### src/rtl/fan_speed_ramp_ctrl.sv
// fan_speed_ramp_ctrl
//   Multi-level fan speed controller. Each level has a target duty. The
//   duty register ramps towards that target (soft start / soft stop), and a
//   PWM generator only picks up a new duty at a period boundary, so no
//   period is ever cut short or stretched.
//
// Ports
//   clk      : system clock
//   reset_n  : asynchronous, active-low reset
//   btn_up   : single-cycle pulse, next level (wraps LEVELS -> 0)
//   btn_dn   : single-cycle pulse, previous level (saturates at 0)
//   fan_en   : run enable; when low the level is forced to 0 and the duty ramps down
//   level    : current speed level, 0..LEVELS
//   led_bar  : thermometer code of level (bit i set iff level > i)
//   duty     : current ramped duty
//   ramping  : high while duty differs from the level's target
//   pwm      : fan PWM output
module fan_speed_ramp_ctrl #(
  parameter int SYS_FREQ = 125,     // MHz
  parameter int N        = 12,      // duty / PWM counter width
  parameter int LEVELS   = 7,       // non-zero speed levels, 1..255
  parameter int PWM_FREQ = 200,     // Hz
  parameter int RAMP_CYC = 125000,  // clocks per ramp tick, >= 1
  parameter int RAMP_INC = 16       // duty change per tick, 0 = instant step
) (
  input  logic              clk,
  input  logic              reset_n,
  input  logic              btn_up,
  input  logic              btn_dn,
  input  logic              fan_en,
  output logic [7:0]        level,
  output logic [LEVELS-1:0] led_bar,
  output logic [N-1:0]      duty,
  output logic              ramping,
  output logic              pwm
);

  localparam logic [N-1:0] MAX       = {N{1'b1}};
  localparam int           STEP      = (2**N - 1) / LEVELS;
  localparam int           PRESC_RAW = (SYS_FREQ * 1_000_000) / (PWM_FREQ * (2**N));
  localparam int           PRESC     = (PRESC_RAW < 1) ? 1 : PRESC_RAW;
  localparam int           TW        = (RAMP_CYC > 1) ? $clog2(RAMP_CYC) : 1;
  localparam int           PW        = (PRESC > 1) ? $clog2(PRESC) : 1;
  localparam logic [7:0]   LEVEL_TOP = 8'(LEVELS);
  localparam logic [N:0]   INC_W     = (N+1)'(RAMP_INC);

  logic [7:0]        level_nxt;
  logic [LEVELS-1:0] led_nxt;
  logic [N-1:0]      target;
  logic [N-1:0]      duty_nxt;
  logic [N:0]        duty_up;
  logic [N:0]        duty_dn;
  logic [TW-1:0]     tick_cnt;
  logic              tick;
  logic [PW-1:0]     presc_cnt;
  logic              presc_wrap;
  logic [N-1:0]      period_cnt;
  logic [N-1:0]      duty_latched;
  logic              pwm_nxt;

  // Level and its thermometer code. Simultaneous up+down cancels out.
  // NOTE: every combinational output gets a default first so no path can
  // leave it unassigned and infer a latch.
  always_comb begin
    level_nxt = level;
    led_nxt   = '0;
    if (!fan_en) begin
      level_nxt = '0;
    end else if (btn_up && !btn_dn) begin
      level_nxt = (level == LEVEL_TOP) ? 8'd0 : level + 8'd1;
    end else if (btn_dn && !btn_up) begin
      level_nxt = (level == 8'd0) ? 8'd0 : level - 8'd1;
    end
    for (int i = 0; i < LEVELS; i++) begin
      led_nxt[i] = (level_nxt > 8'(i));
    end
  end

  // Target duty. The top level maps to true full scale, since STEP*LEVELS
  // usually falls a little short of MAX.
  always_comb begin
    target = '0;
    if (level == LEVEL_TOP) begin
      target = MAX;
    end else if (level != 8'd0) begin
      target = N'((N+8)'(level) * (N+8)'(STEP));
    end
  end

  assign ramping = (duty != target);
  assign tick    = (tick_cnt == TW'(RAMP_CYC - 1));

  // Ramp step, done one bit wider so a step can neither overflow past MAX
  // nor underflow past 0 before being clamped to the target.
  always_comb begin
    duty_up  = {1'b0, duty} + INC_W;
    duty_dn  = ({1'b0, duty} < INC_W) ? '0 : {1'b0, duty} - INC_W;
    duty_nxt = duty;
    if (RAMP_INC == 0) begin
      duty_nxt = target;
    end else if (tick) begin
      if (duty < target) begin
        duty_nxt = (duty_up > {1'b0, target}) ? target : N'(duty_up);
      end else if (duty > target) begin
        duty_nxt = (duty_dn < {1'b0, target}) ? target : N'(duty_dn);
      end
    end
  end

  // PWM compare. The extremes are forced so 0 and MAX are truly flat.
  assign presc_wrap = (presc_cnt == PW'(PRESC - 1));

  always_comb begin
    if (duty_latched == '0) begin
      pwm_nxt = 1'b0;
    end else if (duty_latched == MAX) begin
      pwm_nxt = 1'b1;
    end else begin
      pwm_nxt = (period_cnt < duty_latched);
    end
  end

  // NOTE: sequential state uses non-blocking assignments so every register
  // samples the pre-edge values, independent of statement order.
  always_ff @(posedge clk or negedge reset_n) begin
    if (!reset_n) begin
      level        <= '0;
      led_bar      <= '0;
      duty         <= '0;
      tick_cnt     <= '0;
      presc_cnt    <= '0;
      period_cnt   <= '0;
      duty_latched <= '0;
      pwm          <= 1'b0;
    end else begin
      level    <= level_nxt;
      led_bar  <= led_nxt;
      duty     <= duty_nxt;
      // Free-running: level changes do not restart the tick phase.
      tick_cnt <= tick ? '0 : tick_cnt + TW'(1);
      pwm      <= pwm_nxt;
      if (presc_wrap) begin
        presc_cnt  <= '0;
        period_cnt <= period_cnt + N'(1);
        // New duty is adopted only as a fresh period begins.
        if (period_cnt == MAX) begin
          duty_latched <= duty;
        end
      end else begin
        presc_cnt <= presc_cnt + PW'(1);
      end
    end
  end

endmodule

### config.mk
export PLATFORM = sky130hd
export DESIGN_NAME = fan_speed_ramp_ctrl
export DESIGN_NICKNAME = d
export VERILOG_FILES = /design/src/rtl/fan_speed_ramp_ctrl.sv
export SDC_FILE = /design/constraint.sdc
export NUM_CORES = 1
export LEC_CHECK = 0
export CAP_MARGIN = 10
export CORE_UTILIZATION = 40
export CTS_CLUSTER_SIZE = 28
export DETAILED_ROUTE_END_ITERATION = 12
export SLEW_MARGIN = 15
export SYNTH_ARGS = -nofsm -noshare
export SYNTH_HDL_FRONTEND = slang
export SYNTH_SLANG_ARGS = --single-unit
### constraint.sdc
create_clock -name clk -period 6.6 [get_ports clk]
set_clock_uncertainty 0.1 [all_clocks]
set_input_delay 0.66 -clock clk [delete_from_list [all_inputs] [get_ports clk]]
set_output_delay 0.66 -clock clk [all_outputs]
set_load 0.05 [all_outputs]
==> flow_metrics.env <==
export IMPL_run_status="finished clean"
export IMPL_postCtsHoldBufs=0
export IMPL_min_from="presc_cnt[0]"
export IMPL_worstPathArrival_ns=5.36
export IMPL_area_growth_synth_to_final_pct=15.3
export IMPL_post_route_period_util_pct=92.7
export IMPL_synth_cell_area_sq_um=5520
export IMPL_rsz0062_at_grt="false"
export IMPL_dp_cells=799
export IMPL_setup_tns_final_ns=0
export IMPL_diodes=0
export IMPL_max_clock_freq_mhz=163
export IMPL_maxCapViolCount=0
export IMPL_cts_tree="yes"
export IMPL_ys_ff_latch=77
export IMPL_grt_max_degree=78
export IMPL_track_usage_pct=19.1
export IMPL_fin_util_pct=47.7
export IMPL_hold_class="reg -> reg"
export IMPL_p_total_mw=1.81
export IMPL_instances_no_fill=815
export IMPL_drive_gt1_share_pct=5.48
export IMPL_pre_cts_ws_ns=0.884
export IMPL_end_kind="output port"
export IMPL_cellLeakagePower_nw=2.95
export IMPL_cts_buffer_depth=2
export IMPL_dp_hpwl_um=9610
export IMPL_place_congestion=0.926
export IMPL_cts_setup_buffers=0
export IMPL_min_period_ns=6.12
export IMPL_cts_resized=0
export IMPL_p_per_area_nw_per_um2=284
export IMPL_cts_buffers=9
export IMPL_antenna_found_initial=0
export IMPL_rows=42
export IMPL_ant_nets=0
export IMPL_grt_overflow_total=0
export IMPL_worstSkewPairLatency_ns=0.34
export IMPL_drt_iter0_drc=335
export IMPL_root_buffer="clkbuf_16"
export IMPL_io_pins=34
export IMPL_cp_max_fo=16
export IMPL_final_nets=706
export IMPL_holdWs_ns=0.354
export IMPL_synth_main_ff_cell="dfrtp_1"
export IMPL_fin_ws_ns=0.483
export IMPL_syn_instance_count=606
export IMPL_yosys_warnings=0
export IMPL_htree_levels=3
export IMPL_async_flop_share_pct=100
export IMPL_nFillCells=1289
export IMPL_clock_sinks=77
export IMPL_drc_errors=0
export IMPL_min_delay_worst_endpoint="presc_cnt[0]"
export IMPL_yosysTopAreaCell="dfrtp_1"
export IMPL_rr_endpoint="duty[5]"
export IMPL_worstPathRequired_ns=5.84
export IMPL_wl_per_cell_um=15.8
export IMPL_hold_depth=1
export IMPL_yosys_cell_types_count=68
export IMPL_synth_nets=678
export IMPL_startpoint_type="flop"
export IMPL_clk_pin_slew_ns=0.06
export IMPL_tightest_slew_ns=0.966
export IMPL_seq_area_frac_synth_pct=34.9
export IMPL_synthTopCellsByArea="dfrtp_1 35%, ha_1 14%, xnor2_1 4.6%"
export IMPL_rr_worst_depth=17
export IMPL_numPortBuffers=33
export IMPL_r2r_setup_slack_ns=1.13
export IMPL_grt_pass1_vias=4466
export IMPL_hold_violations=0
export IMPL_route_vias_total=4635
export IMPL_die_x_um=120
export IMPL_viasPerCell=5.69
export IMPL_synth_edf_count=0
export IMPL_start_util_pct=41.4
export IMPL_seqCellArea_sq_um=1930
export IMPL_routed_wl_um=12900
export IMPL_final_cell_mix="77 x dfrtp_1, 64 x ha_1, 59 x nand2_1"
export IMPL_slew_headroom_pct=35.6
export IMPL_grt_pass1_wl_um=21900
export IMPL_core_area_sq_um=13300
export IMPL_setup_viol=0
export IMPL_avgSynthCellArea_sq_um=9.12
export IMPL_final_common_cell="dfrtp_1"
export IMPL_die_area_sq_um=14300
export IMPL_multi_input_area_sq_um=3390
export IMPL_maxSlewViolCount=0
export IMPL_synth_top_area_share_pct=34.9
export IMPL_design_area_sq_um=6370
export IMPL_peakVddDrop_v=0.000218
export IMPL_r2r_start="level[3]"
export IMPL_die_y_um=120
export IMPL_place_area_sq_um=6030
export IMPL_dr_pass1_iters=4
export IMPL_crit_type="reg -> out"
-- cell families after synthesis --
logic type / Yosys count / share of synthesized area (%)
AO/OA/AOI/OAI: 130 / 16.0
XOR/XNOR: 47 / 7.45
adder cells (fa/ha/maj): 67 / 15.6
buffers and inverters: 54 / 3.69
flip-flops: 77 / 34.9
multiplexers: 5 / 1.04
AND/OR/NAND/NOR: 226 / 21.4
-- power by group --
group	leakage [nW]	total [mW]	internal, mW	switching [mW]
clock network	0.167	0.566	0.342	0.224
logic	1.75	0.722	0.259	0.464
registers	1.03	0.518	0.496	0.0222
-- registers in the layout, summed over array words and instances (netlist names) --
name	flops
tick_cnt	17
duty_latched	12
level	8
pwm	1
led_bar	7
presc_cnt	8
duty	12
period_cnt	12
-- cells in the mapped netlist, drive strengths merged (3+ instances only) --
master / n
fa: 3
o21ai: 38
clkbuf: 18
inv: 34
nand2: 59
a311oi: 3
dfrtp: 77
mux2: 3
a21o: 10
nand4: 13
a211oi: 3
nor3: 15
nand2b: 8
or3: 6
and2: 10
o311a: 3
o21a: 6
a21oi: 35
nand4b: 3
or4: 4
nor4: 13
ha: 64
xor2: 18
nor2: 45
and3: 10
nand3: 25
nor2b: 5
xnor2: 29
-- final cells by class --
type                       count  area share, %
multi-input combinational    475           53.3
sequential                    77           30.3
timing repair buffer          37           5.62
clock buffer                   9           3.54
tap                          176           3.46
inverter                      34           2.00
clock inverter                 7           1.83
-- how the worst max path moves through the flow --
stage | startpoint | endpoint | slack (ns) | cells after the start
after floorplan | level[1] | duty[9] | 1.19 | 19
after global placement | level[3] | ramping | 1.10 | 15
after detailed placement | level[3] | ramping | 0.88 | 15
after CTS | level[3] | ramping | 0.52 | 15
after global routing | level[3] | ramping | 0.22 | 13
final | level[3] | ramping | 0.48 | 15
-- critical path, stage by stage, from the launching register on --
cell and delay [ns]:
dfrtp_1 0.65, ha_1 0.34, fa_1 0.57, inv_1 0.08, fa_1 0.46, inv_1 0.09
a31oi_1 0.11, o21bai_1 0.17, a21oi_1 0.09, xnor2_1 0.12, o21ai_0 0.38, ha_1 0.21
nand4_1 0.13, nor4_1 0.63, nand2_1 0.21, clkdlybuf4s50_1 0.75
-- routing by layer --
metal	track usage [%]	share of wire [%]
met2	29.8	46
met1	26.2	47
met3	4.56	6.8
met5	0	0
met4	6.17	0.78
No activity file was read; power rests on OpenSTA's default activity.
